[src/rtl/apb_pkg.sv]
// Shared types and helpers for the APB register-file completer.
// Optional pslverr reporting is enabled by defining APB_SLAVE_PSLVERR_EN.
package apb_pkg;

  typedef enum logic {
    IDLE   = 1'b0,
    ACCESS = 1'b1
  } apb_state_e;

  localparam int WAIT_CNT_W = 4;
  localparam int ID_IDX     = 0;

  // An address is in range when every bit at or above log2(depth) is clear.
  function automatic logic addr_in_range(input logic [31:0] addr,
                                         input int          width,
                                         input int          depth);
    logic ok;
    ok = 1'b1;
    for (int i = 0; i < 32; i++) begin
      if ((i < width) && ((longint'(1) << i) >= longint'(depth)) && addr[i])
        ok = 1'b0;
    end
    return ok;
  endfunction

endpackage

[src/rtl/apb_slave_mem.sv]
// DEPTH x WIDTH register storage: synchronous reset, one write port,
// combinational read port.
module apb_slave_mem
  import apb_pkg::*;
#(
  parameter int WIDTH = 16,
  parameter int DEPTH = 16
) (
  input  logic                     pclk,
  input  logic                     preset_n,
  input  logic                     we,
  input  logic [$clog2(DEPTH)-1:0] waddr,
  input  logic [WIDTH-1:0]         wdata,
  input  logic [$clog2(DEPTH)-1:0] raddr,
  output logic [WIDTH-1:0]         rdata
);

  logic [WIDTH-1:0] mem [DEPTH];

  // NOTE: this array is reset on purpose (registers must read 0 after reset),
  // which maps it to flops rather than a RAM macro.
  always_ff @(posedge pclk) begin
    if (!preset_n) begin
      for (int i = 0; i < DEPTH; i++) mem[i] <= '0;
    end else if (we) begin
      mem[waddr] <= wdata;
    end
  end

  assign rdata = mem[raddr];

endmodule

[src/rtl/apb_slave_regfile.sv]
// APB completer with a DEPTH x WIDTH register file, read-only ID at index 0
// and WAIT_CYCLES wait states. Define APB_SLAVE_PSLVERR_EN for error responses.
module apb_slave_regfile
  import apb_pkg::*;
#(
  parameter int               WIDTH       = 16,
  parameter int               DEPTH       = 16,
  parameter int               WAIT_CYCLES = 2,
  parameter logic [WIDTH-1:0] ID_VALUE    = 'hA5B1
) (
  input  logic             pclk,
  input  logic             preset_n,
  input  logic             pselect,
  input  logic             penable,
  input  logic             pwrite,
  input  logic [WIDTH-1:0] paddr,
  input  logic [WIDTH-1:0] pwdata,
  output logic             pready,
  output logic [WIDTH-1:0] prdata,
  output logic             pslverr
);

  localparam int                    AW        = $clog2(DEPTH);
  localparam logic [WAIT_CNT_W-1:0] WAIT_INIT = WAIT_CNT_W'(WAIT_CYCLES);
  localparam logic [AW-1:0]         ID_SLOT   = AW'(ID_IDX);

  apb_state_e            state_q, state_d;
  logic [WAIT_CNT_W-1:0] cnt_q, cnt_d;
  logic                  pready_q, pready_d;
  logic [WIDTH-1:0]      prdata_q, prdata_d;
  logic [WIDTH-1:0]      addr_q, addr_d;
  logic [WIDTH-1:0]      wdata_q, wdata_d;
  logic                  write_q, write_d;

  logic                  setup_phase, access_phase;
  logic [WIDTH-1:0]      dec_addr;
  logic                  dec_write;
  logic [AW-1:0]         dec_idx;
  logic                  dec_in_range;
  logic [WIDTH-1:0]      rd_value;
  logic [WIDTH-1:0]      mem_rdata;
  logic                  mem_we;
  logic                  load_resp;

  assign setup_phase  = pselect & ~penable;
  assign access_phase = pselect & penable;

  // Zero-wait transfers respond on the setup edge, before anything is latched,
  // so decode looks at the live bus in IDLE and at the latched copy in ACCESS.
  assign dec_addr     = (state_q == IDLE) ? paddr  : addr_q;
  assign dec_write    = (state_q == IDLE) ? pwrite : write_q;
  assign dec_idx      = dec_addr[AW-1:0];
  assign dec_in_range = addr_in_range(32'(dec_addr), WIDTH, DEPTH);

  always_comb begin
    rd_value = '0;
    if (dec_in_range) rd_value = (dec_idx == ID_SLOT) ? ID_VALUE : mem_rdata;
  end

`ifdef APB_SLAVE_PSLVERR_EN
  logic pslverr_q, pslverr_d;
  logic dec_err;

  assign dec_err = ~dec_in_range | (dec_write & (dec_idx == ID_SLOT));
`endif

  // NOTE: every output of this block gets a default first so no path leaves
  // a variable unassigned, which would infer a latch.
  always_comb begin
    state_d   = state_q;
    cnt_d     = cnt_q;
    pready_d  = pready_q;
    prdata_d  = prdata_q;
    addr_d    = addr_q;
    wdata_d   = wdata_q;
    write_d   = write_q;
    mem_we    = 1'b0;
    load_resp = 1'b0;
`ifdef APB_SLAVE_PSLVERR_EN
    pslverr_d = pslverr_q;
`endif

    case (state_q)
      IDLE: begin
        if (setup_phase) begin
          addr_d    = paddr;
          wdata_d   = pwdata;
          write_d   = pwrite;
          cnt_d     = WAIT_INIT;
          pready_d  = (WAIT_CYCLES == 0);
          load_resp = (WAIT_CYCLES == 0);
          state_d   = ACCESS;
        end
      end
      ACCESS: begin
        if (!access_phase) begin
          pready_d = 1'b0;
          state_d  = IDLE;
`ifdef APB_SLAVE_PSLVERR_EN
          pslverr_d = 1'b0;
`endif
        end else if (!pready_q) begin
          cnt_d     = cnt_q - 1'b1;
          pready_d  = (cnt_q == WAIT_CNT_W'(1));
          load_resp = (cnt_q == WAIT_CNT_W'(1));
        end else begin
          mem_we   = write_q & dec_in_range & (dec_idx != ID_SLOT);
          pready_d = 1'b0;
          state_d  = IDLE;
`ifdef APB_SLAVE_PSLVERR_EN
          pslverr_d = 1'b0;
`endif
        end
      end
      default: state_d = IDLE;
    endcase

    if (load_resp) begin
      if (!dec_write) prdata_d = rd_value;
`ifdef APB_SLAVE_PSLVERR_EN
      pslverr_d = dec_err;
`endif
    end
  end

  // NOTE: sequential state uses non-blocking assignments so every flop
  // samples the pre-edge values regardless of statement order.
  always_ff @(posedge pclk) begin
    if (!preset_n) begin
      state_q  <= IDLE;
      cnt_q    <= '0;
      pready_q <= 1'b0;
      prdata_q <= '0;
      addr_q   <= '0;
      wdata_q  <= '0;
      write_q  <= 1'b0;
    end else begin
      state_q  <= state_d;
      cnt_q    <= cnt_d;
      pready_q <= pready_d;
      prdata_q <= prdata_d;
      addr_q   <= addr_d;
      wdata_q  <= wdata_d;
      write_q  <= write_d;
    end
  end

`ifdef APB_SLAVE_PSLVERR_EN
  always_ff @(posedge pclk) begin
    if (!preset_n) pslverr_q <= 1'b0;
    else           pslverr_q <= pslverr_d;
  end

  assign pslverr = pslverr_q;
`else
  assign pslverr = 1'b0;
`endif

  assign pready = pready_q;
  assign prdata = prdata_q;

  apb_slave_mem #(
    .WIDTH (WIDTH),
    .DEPTH (DEPTH)
  ) u_mem (
    .pclk     (pclk),
    .preset_n (preset_n),
    .we       (mem_we),
    .waddr    (dec_idx),
    .wdata    (wdata_q),
    .raddr    (dec_idx),
    .rdata    (mem_rdata)
  );

endmodule

[config.mk]
export PLATFORM = sky130hd
export DESIGN_NAME = apb_slave_regfile
export DESIGN_NICKNAME = d
export VERILOG_FILES = /design/src/rtl/apb_pkg.sv /design/src/rtl/apb_slave_mem.sv /design/src/rtl/apb_slave_regfile.sv
export SDC_FILE = /design/constraint.sdc
export NUM_CORES = 1
export LEC_CHECK = 0
export CAP_MARGIN = 20
export CORE_ASPECT_RATIO = 0.8
export CORE_MARGIN = 2
export CORE_UTILIZATION = 55
export CTS_BUF_LIST = sky130_fd_sc_hd__clkbuf_2 sky130_fd_sc_hd__clkbuf_4 sky130_fd_sc_hd__clkbuf_8
export DETAILED_ROUTE_END_ITERATION = 16
export PLACE_DENSITY = 0.82
export SLEW_MARGIN = 40
export SYNTH_ARGS = -nofsm -noshare
export SYNTH_HDL_FRONTEND = slang
export SYNTH_SLANG_ARGS = --single-unit
[constraint.sdc]
create_clock -name pclk -period 5.9 [get_ports pclk]
set_input_delay 0.59 -clock pclk [delete_from_list [all_inputs] [get_ports pclk]]
set_output_delay 0.59 -clock pclk [all_outputs]
set_load 0.03 [all_outputs]
==> results.py <==
metrics = {
    "run_status": {
        "run_status": "finished clean",
    },
    "pwr": {
        "switching_share_of_power_pct": 23.5,
        "combinational_fraction_of_design_power_pct": 7.4,
        "power.switching_mw": 1.05,
        "power.share.clock_pct": 39.1,
        "power.leakage_nw": 5.54,
        "intPower_mw": 3.41,
        "seqPwrFrac_pct": 53.5,
        "peakVddDrop_v": 0.000194,
        "power.density_cell_area_nw_per_um2": 298,
        "power.total_mw": 4.46,
    },
    "route": {
        "route.final.wire_length_um": 34800,
        "drt_antenna_net_count": 0,
        "drc_errors": 0,
        "detailedRoute.firstPassIterationCount": 6,
        "via_count": 9129,
        "route.detailed.vias_per_inst": 6.09,
        "wire_per_inst_um": 23.2,
        "initialDrtViolationCount": 1424,
    },
    "final_layout": {
        "final_design_area_no_fill_um2": 15000,
        "finish.net_count": 1193,
        "insertedDiodeCount": 0,
        "post_route_cells_drive_above_1_share_pct": 10.9,
        "final.fill_count": 1786,
        "total_area_of_multi_input_combinational_cells_um2": 4600,
        "final_cell_utilization_of_the_core_pct": 63.7,
        "synthToLayoutAreaGrowth_pct": 13.4,
        "area.sequential_um2": 8370,
        "fin_cells": 1500,
    },
    "critical_path": {
        "critical_path.reg2reg.endpoint": "prdata[7]$_SDFFE_PN0P_",
        "crit_start_category": "flop",
        "crit_path_max_incr_delay_ps": 790,
        "worst_setup_path_end_kind": "flop",
        "cp.arrival_ps": 4260,
        "timing.critical_path.mode_cell": "sky130_fd_sc_hd__o221ai_1",
        "critical_path_required_ps": 6340,
        "critPathKind": "flop to flop",
        "cpMaxStageDelayCell": "sky130_fd_sc_hd__dfxtp_1",
        "critical_path.cell_chain": "buf_4 -> mux2_4 -> mux2_1 -> o221ai_1 -> o221ai_1 -> or4_1 -> a22o_1",
        "critical_path_peak_fanout": 48,
        "r2r_slack_ps": 2080,
        "timing.rr.start": "state_q$_SDFF_PN0_",
        "r2r.worst_path.cells": 7,
    },
    "logic_synthesis": {
        "synth-edff-count": 242,
        "netlist_top_cells_count": "sky130_fd_sc_hd__edfxtp_1, sky130_fd_sc_hd__and2_1, sky130_fd_sc_hd__nand2_1",
        "synthDominantCellAreaShare_pct": 54.9,
        "commonest_register_cell_after_synthesis": "sky130_fd_sc_hd__edfxtp_1",
        "most_common_cell_in_the_synthesized_netlist": "sky130_fd_sc_hd__edfxtp_1",
        "synth.avg_cell_area_um2": 11.9,
        "yosysSeqAreaShare_pct": 63.3,
        "synth.largest_area_cell": "sky130_fd_sc_hd__edfxtp_1",
        "postSynth.asyncResetShare_pct": 0,
        "syn-instance-count": 1112,
        "synth.yosys.warnings": 0,
        "ys_ff_latch": 297,
        "ys_top_cells_by_area": "sky130_fd_sc_hd__edfxtp_1, sky130_fd_sc_hd__and2_1, sky130_fd_sc_hd__dfxtp_1",
        "syn-cell-area_um2": 13200,
        "count_of_distinct_cell_types_in_the_synthesized_netlist": 55,
    },
    "cts": {
        "cts_root_buf": "sky130_fd_sc_hd__clkbuf_8",
        "cts.sinks": 297,
        "post_cts_hold_buffer_count": 0,
        "path_clk_slew_ps": 60,
        "tritoncts": "yes",
        "cts-resized-gates": 0,
        "clk_latency_ps": 560,
        "cts_inserted_buffers": 45,
        "htree_levels": 2,
        "postCtsSetupRepairBufs": 0,
        "cts.path.max_buffers": 3,
    },
    "timing": {
        "clock.fmax_mhz": 262,
        "clock_skew_ps": 19.1,
        "relSlewSlack_pct": 40.7,
        "final_hold_viol_count": 0,
        "max_slew.worst_pin.slew_ps": 888,
        "post-route-min-period_ps": 3820,
        "slew_viol_final": 0,
        "rsz_0062_raised_after_global_routing": "no",
        "final_min_period_over_clock_period_pct": 64.7,
        "hold_ws_ps": 457,
        "finalWorstSetupSlack_ps": 2080,
        "finalSetupViolations": 0,
        "timing.setup.tns_ps": 0,
    },
    "placed_design": {
        "placer_congestion_estimate": 0.925,
        "io_buffer_count": 53,
        "hpwl_after_detailed_placement_um": 22600,
        "placed_cell_area_um2": 14000,
        "place_ws_ps": 1810,
        "placed_cells": 1419,
    },
    "die": {
        "core.rowCount": 50,
        "pin_count": 55,
        "design.die.area_um2": 25300,
        "die_x_um": 177,
        "initial_utilization_pct": 56.2,
        "die_height_um": 143,
        "placeableCoreArea_um2": 23500,
    },
    "worst_hold_path": {
        "holdCritPathClass": "flop to flop",
        "min_to": "addr_q[15]$_SDFFE_PN0P_",
        "min_path_cells": 2,
        "min-delay-start": "addr_q[15]$_SDFFE_PN0P_",
    },
    "grt": {
        "via_count_of_the_first_global_routing_pass": 8737,
        "grt_first_pass_wirelength_um": 51800,
        "overflow": 0,
        "grt_antenna_before_repair": 2,
        "grt_start_max_net_pins": 62,
        "gr-usage-all-layers_pct": 27.9,
    },
    "flow_run": {
        "maxcap_violations": 0,
    },
}
-- placed cells by master (no fill, tap or decap), types with 15 or more instances in the layout --
cell / count
sky130_fd_sc_hd__clkbuf_8: 56
sky130_fd_sc_hd__dfxtp_1: 55
sky130_fd_sc_hd__mux2i_1: 42
sky130_fd_sc_hd__o22ai_1: 16
sky130_fd_sc_hd__and2_1: 241
sky130_fd_sc_hd__clkbuf_4: 19
sky130_fd_sc_hd__clkdlybuf4s50_1: 53
sky130_fd_sc_hd__edfxtp_1: 242
sky130_fd_sc_hd__nand2_1: 150
sky130_fd_sc_hd__nor2_1: 30
sky130_fd_sc_hd__buf_4: 15
sky130_fd_sc_hd__a21oi_1: 60
sky130_fd_sc_hd__nand3_1: 26
-- power by group through the flow --
stage | clock, mW | sequential (mW) | combinational [mW]
6_report | 1.75 | 2.39 | 0.331
5_1_grt | 1.85 | 2.39 | 0.350
4_1_cts | 1.75 | 2.38 | 0.319
3_5_place_dp | 0 | 2.43 | 0.318
3_3_place_gp | 0 | 2.43 | 0.307
2_1_floorplan | 0 | 2.39 | 0.210
-- worst max path at each step --
stage / cells past startpoint / startpoint / end
floorplan: 5 / paddr[3] / u_mem.mem[5][0]$_SDFFCE_PN0P_
global placement: 6 / preset_n / u_mem.mem[1][3]$_SDFFCE_PN0P_
detailed placement: 6 / preset_n / u_mem.mem[3][1]$_SDFFCE_PN0P_
CTS: 6 / state_q$_SDFF_PN0_ / u_mem.mem[3][12]$_SDFFCE_PN0P_
global route: 6 / state_q$_SDFF_PN0_ / u_mem.mem[14][15]$_SDFFCE_PN0P_
finish: 7 / state_q$_SDFF_PN0_ / prdata[7]$_SDFFE_PN0P_
-- critical path: cells and delay by family, from the launching register on --
family	cells	cell delay, ps
and+or+nand+nor	1	550
muxes	2	1070
DFF	1	790
buffers and inverters	1	350
AOI/OAI and AO/OA	3	910
-- registers in the layout, summed over array words and instances (netlist names) --
signal     count
state_q        1
wdata_q       16
u_mem.mem    242
pready         1
prdata        16
cnt_q          4
addr_q        16
write_q        1
-- logic make-up after synthesis --
group | Yosys count | share of synthesized area [%]
mux | 58 | 5.00
fa+ha+maj | 2 | 0.189
other cells | 1 | 0.0284
xor+xnor | 2 | 0.132
compound gates | 157 | 7.75
buf+inv | 82 | 2.73
simple gates | 513 | 20.9
flops | 297 | 63.3
-- area by class of cell --
class	count	area share, %
clock buffers	75	6.09
multi-input cells	735	30.7
flip-flops and latches	297	55.8
repair buffers	71	4.51
well taps	312	2.60
inverters	4	0.100
clock inverters	6	0.209
-- per-layer routing --
layer	vias up	track usage, %	share of wire [%]
met3	73	7.35	13
met5	-	0	0
li1	4054	-	-
met4	0	7.72	2.5
met2	562	43.2	45
met1	4440	39.2	39
No activity file was read; power rests on OpenSTA's default activity.
